$ cat config.mk
export PLATFORM = sky130hd
export DESIGN_NAME = mac
export DESIGN_NICKNAME = d
export VERILOG_FILES = /design/src/rtl/mac_pkg.sv /design/src/rtl/sat_clamp.sv /design/src/rtl/mac.sv
export SDC_FILE = /design/constraint.sdc
export NUM_CORES = 1
export LEC_CHECK = 0
export ABC_CLOCK_PERIOD_IN_PS = 15700
export CAP_MARGIN = 20
export CORE_MARGIN = 2
export CORE_UTILIZATION = 65
export CTS_CLUSTER_SIZE = 28
export DETAILED_ROUTE_END_ITERATION = 10
export PLACE_DENSITY_LB_ADDON = 0.15
export SYNTH_ARGS = -nofsm -noshare
export SYNTH_HDL_FRONTEND = slang
export SYNTH_SLANG_ARGS = --single-unit
$ cat constraint.sdc
create_clock -name clk -period 15.7 [get_ports clk]
set_clock_uncertainty 0.15 [all_clocks]
set_input_delay 3.925 -clock clk [delete_from_list [all_inputs] [get_ports clk]]
set_output_delay 3.925 -clock clk [all_outputs]
set_load 0.05 [all_outputs]
$ cat src/rtl/mac_pkg.sv
// rtl/mac_pkg.sv - shared helpers for the mac cell: accumulator width and signed clamp
package mac_pkg;

    function automatic int acc_width(input int op_w, input int guard);
        return 2 * op_w + guard;
    endfunction

    // Clamp a sign-extended value into the signed range of `width` bits.
    function automatic logic signed [63:0] sat_to(input logic signed [63:0] value, input int width);
        logic signed [63:0] hi;
        logic signed [63:0] lo;
        hi = (64'sd1 <<< (width - 1)) - 64'sd1;
        lo = -hi - 64'sd1;
        if (value > hi) begin
            return hi;
        end
        if (value < lo) begin
            return lo;
        end
        return value;
    endfunction

endpackage

$ cat src/rtl/sat_clamp.sv
// rtl/sat_clamp.sv - combinational signed saturation from iw bits down to ow bits
module sat_clamp
    import mac_pkg::*;
#(
    parameter int iw = 19,
    parameter int ow = 18
) (
    input  logic [iw-1:0] din,
    output logic [ow-1:0] dout
);

    always_comb begin
        dout = ow'(sat_to(64'($signed(din)), ow));
    end

endmodule

$ cat src/rtl/mac.sv
// rtl/mac.sv - signed fixed-point multiply-accumulate cell with saturating accumulator and output
module mac
    import mac_pkg::*;
#(
    parameter int w  = 8,
    parameter int fb = w - 2,
    parameter int g  = 8
) (
    input  logic         clk,
    input  logic         rst,
    input  logic [w-1:0] x,
    input  logic [w-1:0] c,
    output logic [w-1:0] o
);

    localparam int aw = acc_width(w, g);

    logic signed [aw-1:0]  acc;
    logic signed [2*w-1:0] p;
    logic signed [aw:0]    sum;
    logic [aw-1:0]         acc_next;
    logic signed [aw-1:0]  s;

    assign p   = (2*w)'($signed(x)) * (2*w)'($signed(c));
    // One extra bit so the sum itself can never wrap before clamping.
    assign sum = (aw+1)'(acc) + (aw+1)'(p);

    sat_clamp #(.iw(aw + 1), .ow(aw)) u_acc_clamp (
        .din  (sum),
        .dout (acc_next)
    );

    always_ff @(posedge clk) begin
        if (rst) begin
            acc <= '0;
        end else begin
            acc <= $signed(acc_next);
        end
    end

    // Floor toward -inf back to operand format; acc keeps full precision.
    assign s = acc >>> fb;

    sat_clamp #(.iw(aw), .ow(w)) u_out_clamp (
        .din  (s),
        .dout (o)
    );

endmodule

# Word level (Yosys, flattened, before mapping)
# Cells that the tools add are included.
# word_totals
reg_bits	24
latch_bits	0
ramBits	0
mem_bits_ro	0
inputBits	18
out_inout_bits	8
elab_cells	21
n_memories	0
# classes
n_addsub	1
multipliers	1
n_div	0
n_lt_le_gt_ge	4
n_eq_ne	0
shifts	0
mux	14
n_bitwise	0
n_reduce_logical	0
# op_table
op	count
two-way mux 24 bit	4
two-way mux 8 bit	4
adder 24 x 16 -> 25 bit	1
greater-than comparator 25 x 24 -> 1 bit (second input constant)	1
< comparator 25 x 24 -> 1 bit (second input constant)	1
greater-than comparator 18 x 8 -> 1 bit (second input constant)	1
< comparator 18 x 8 -> 1 bit (second input constant)	1
multiplier 8 x 8 -> 16 bit	1
two-way mux 1 bit	6

# Longest topological paths before layout
# logic_depth
depth_word	7
depth_mapped	21
depth_no_buf	19

# Cells and area by module
# Synthesis repeated with hierarchy kept, for this count alone.
# hier_totals
cells_unflattened	545
area_unflattened_um2	5484.0
# modules_own_cells
module	instances	cells_per_inst	area_each_um2	seq_area_each_um2
mac	1	498	5012.3	480.5
sat_clamp (u_acc_clamp)	1	29	307.8	0.0
sat_clamp (u_out_clamp)	1	18	163.9	0.0

# Worst setup path after synthesis
# No wires, ideal clock.
# synth_path
path_type	input port to flip-flop
start	input port c[1]
end	register acc[12]
arrival_time_ps	9108
required_ps	15420
setup_slack_ps	6312
stages	16
n_path_buf	2
cell_sequence	clkbuf_1 and2_1 fa_1 fa_1 fa_1 fa_1 ha_1 ha_1 a21o_1 a21o_1 o21ai_4 a21oi_2 or3_4 a22oi_4 buf_6 o22ai_1
# synth_between
elab_chain_cells	7
elab_cells_between_ends	10
classes_between	add/sub: 1; mul: 1; order compare: 2; mux: 6
# synth_rtl
element	line	source
start, declared	mac.sv:12	input logic [w-1:0] c,
multiplier 8 x 8 -> 16 bit (*)	mac.sv:24	assign p = (2*w)'($signed(x)) * (2*w)'($signed(c));
adder 24 x 16 -> 25 bit (*)	mac.sv:26	assign sum = (aw+1)'(acc) + (aw+1)'(p);
< comparator 25 x 24 -> 1 bit	mac_pkg.sv:17	if (value < lo) begin
two-way mux 1 bit (2 in series)	mac_pkg.sv:17	
two-way mux 24 bit	mac_pkg.sv:20	return value;
two-way mux 24 bit (*)	mac_pkg.sv:17	
end signal, assigned	mac.sv:37	acc <= $signed(acc_next);
end, declared	mac.sv:18	logic signed [aw-1:0] acc;
# Every way passes the cells marked *; elsewhere a longest branch is shown, timed or not. The select of a mux whose other input is x is not followed.
# A chain may end at the register's enable or synchronous reset.

# Final worst setup path
# layout_path
start	input port x[7]
end	register acc[18]
# layout_between
elab_chain_cells	7
elab_cells_between_ends	10
classes_between	add/sub: 1; mul: 1; order compare: 2; mux: 6
# layout_rtl
element	line	source
start, declared	mac.sv:11	input logic [w-1:0] x,
multiplier 8 x 8 -> 16 bit (*)	mac.sv:24	
adder 24 x 16 -> 25 bit (*)	mac.sv:26	
< comparator 25 x 24 -> 1 bit	mac_pkg.sv:17	
two-way mux 1 bit (2 in series)	mac_pkg.sv:17	
two-way mux 24 bit	mac_pkg.sv:20	
two-way mux 24 bit (*)	mac_pkg.sv:17	
# Marked as above.

==> reports/metrics.yaml <==
floorplan:
  coreArea_um2: 7810
  die_x_um: 94.2
  die_h_um: 94.2
  dieArea_um2: 8870
  initial_utilization: 0.677
  rows: 32
  io_pins: 26
cts:
  worst_skew_pair.late_latency_ps: 270
  numCtsBuffers: 3
  htree_levels: 1
  clock_path_buffers: 2
  cts_sinks: 24
  cts_tree: "done"
  cts_setup_buffers: 0
  hold_buffers: 0
  cts-root-buf: "clkbuf_8"
  path_clk_slew_ps: 90
  cts_resized: 0
critical_path:
  crit_fanout: 23
  r2r_start: "acc[6]"
  max_stage_delay_ps: 800
  cpMostUsedCell: "fa_1"
  crit_type: "in2reg"
  end_kind: "flop"
  critPathLaunch: "x[7]"
  startpoint_type: "input pin"
  cp_cell_sequence: "clkdlybuf4s50_1 > and2_1 > inv_1 > fa_1 > inv_1 > fa_1 > fa_1 > fa_1 > fa_1 > ha_1 > a21o_1 > a31o_1 > o211ai_2 > a21oi_1 > o21ai_1 > nand4_1 > o22ai_1"
  slowest_stage: "nand4_1"
  cp.required_ps: 15720
  crit_arrival_ps: 10640
drt:
  vias_per_cell: 5.74
  drt-pass1-iter-count: 8
  via_count: 3862
  wl_per_cell_um: 16.4
  drc: 0
  antenna_left: 0
  drt_iter0_drc: 193
  wirelength_um: 11000
sta:
  tightest_slew_ps: 963
  layout_setup_ws_ps: 5080
  maxSlewViolCount: 0
  relSlewSlack: 0.356
  whs_ps: 462
  setup_viol: 0
  timing.setup.tns_ps: 0
  fin_crit_ps: 10620
  fmax_mhz: 94.1
  hold_viol_final: 0
  post-route-period-util: 0.677
  rsz0062_at_grt: "no"
min_path:
  hp-class: "reg2reg"
  worstHoldStart: "acc[0]"
global_route:
  overflow: 0
  track_usage: 0.278
  grt_pass1_wl_um: 19400
  first_global_vias: 4054
  grt_max_degree: 31
  antenna_found_initial: 0
synthesis:
  synth_edf_count: 0
  syn_avg_cell_area_um2: 9.59
  async_reset_ff_frac: 0
  synth_area_leader_cell: "fa_1"
  synthTopCellsByArea: "fa_1 (41%), ha_1 (13%), dfxtp_1 (9.1%), inv_1 (7.1%), and2_1 (4.1%)"
  synth_nets: 733
  synth_ff_type: "dfxtp_1"
  syn_area_um2: 5280
  yosysSeqAreaShare: 0.0909
  synth_cells: 551
  ys_warn_count: 0
  synth_top_area_frac: 0.409
  ys_ff_latch: 24
  synth.distinct_cells: 50
placement:
  pre_cts_ws_ps: 4800
  portBuffers: 25
  gp_congestion: 0.877
  hpwl_um: 9460
finish:
  top_register: "acc"
  drive_above_1_share: 0.0333
  reg.largest.list: "acc x24"
  fillCellCount: 601
  fin_nets: 754
  largest_reg_flops: 24
  area_growth_pct: 7.91
  diodes: 0
outcome:
  status: "finished clean"
run:
  drv_cap: 0
critical path: cells and delay by family:
kind	cells	cell delay, ps
AOI/OAI and AO/OA	6	1520
and+or+nand+nor	2	1560
buffers and inverters	3	850
adders and majority gates	6	2780
path summary, 6_finish.rpt:
| kind | to | slack, ps | cells after the start |
|---|---|---|---|
| worst max register to register | acc[18] | 9810 | 17 |
| worst min register to register | acc[0] | 460 | 3 |
| worst max-delay path | acc[18] | 5080 | 17 |
| worst min-delay path | acc[0] | 460 | 3 |
area by class of cell:
cell class              count  area, um^2  area share
well taps                 102         128      0.0224
inverters                 102         383      0.0671
flip-flops and latches     24         480      0.0843
clock inverters             1        30.0     0.00527
multi-input cells         414        4350       0.764
clock buffers               3        41.3     0.00724
repair buffers             27         285      0.0500
placed cells by master, fill, tap and decap left out, drive strengths merged, types with 2 or more instances in the layout:
cell type        n
nor3             6
o21ai           16
clkinv           2
clkdlybuf4s50   25
fa             108
xor2             5
or3b             4
nand3            8
inv            100
xnor2           10
nor4             2
or3              6
buf              2
dfxtp           24
nor2b            5
ha              56
a21oi           21
a21boi           2
nor2            12
nand2b           3
clkbuf           3
nand2           54
a21o             4
and2            35
o21a            11
nand4            5
a31oi            2
o22ai           24
kinds of logic after synthesis:
kind of cell,Yosys count,share of synthesized area
xor gates and xnor gates,15,0.0249
DFF,24,0.0909
and+or+nand+nor,144,0.140
adders and majority gates,164,0.542
AOI/OAI and AO/OA,91,0.118
buffers and inverters,113,0.0850
cells in the mapped netlist, types with 4 or more instances:
cell,n
dfxtp_1,24
nor3_1,6
ha_1,56
inv_1,100
o21ai_0,13
fa_1,108
or3b_2,4
o21a_1,11
or3_1,5
a21o_1,4
clkbuf_1,6
xor2_1,5
nand3_1,8
nand2_1,54
xnor2_1,10
nor2b_1,5
a21oi_1,19
nor2_1,12
nand4_1,5
and2_1,35
o22ai_1,24
per-layer routing:
| metal | track usage | wire [um] | vias up |
|---|---|---|---|
| met5 | 0 | 0 | - |
| met4 | 0.0229 | 70 | 0 |
| met3 | 0.0385 | 640 | 12 |
| met2 | 0.451 | 5180 | 122 |
| met1 | 0.418 | 5160 | 1904 |
| li1 | - | - | 1824 |
stage by stage:
stage | instance area (um^2) | cells | utilization
6_report | 5700 | 673 | 0.730
5_1_grt | 5700 | 673 | 0.730
4_1_cts | 5670 | 672 | 0.727
3_5_place_dp | 5600 | 668 | 0.718
3_3_place_gp | 5600 | 668 | 0.718
2_1_floorplan | 5280 | 551 | -
Power is left out: the tool's default activity adds up to more than one toggle a clock period on the data nets, which glitch-free logic cannot reach.
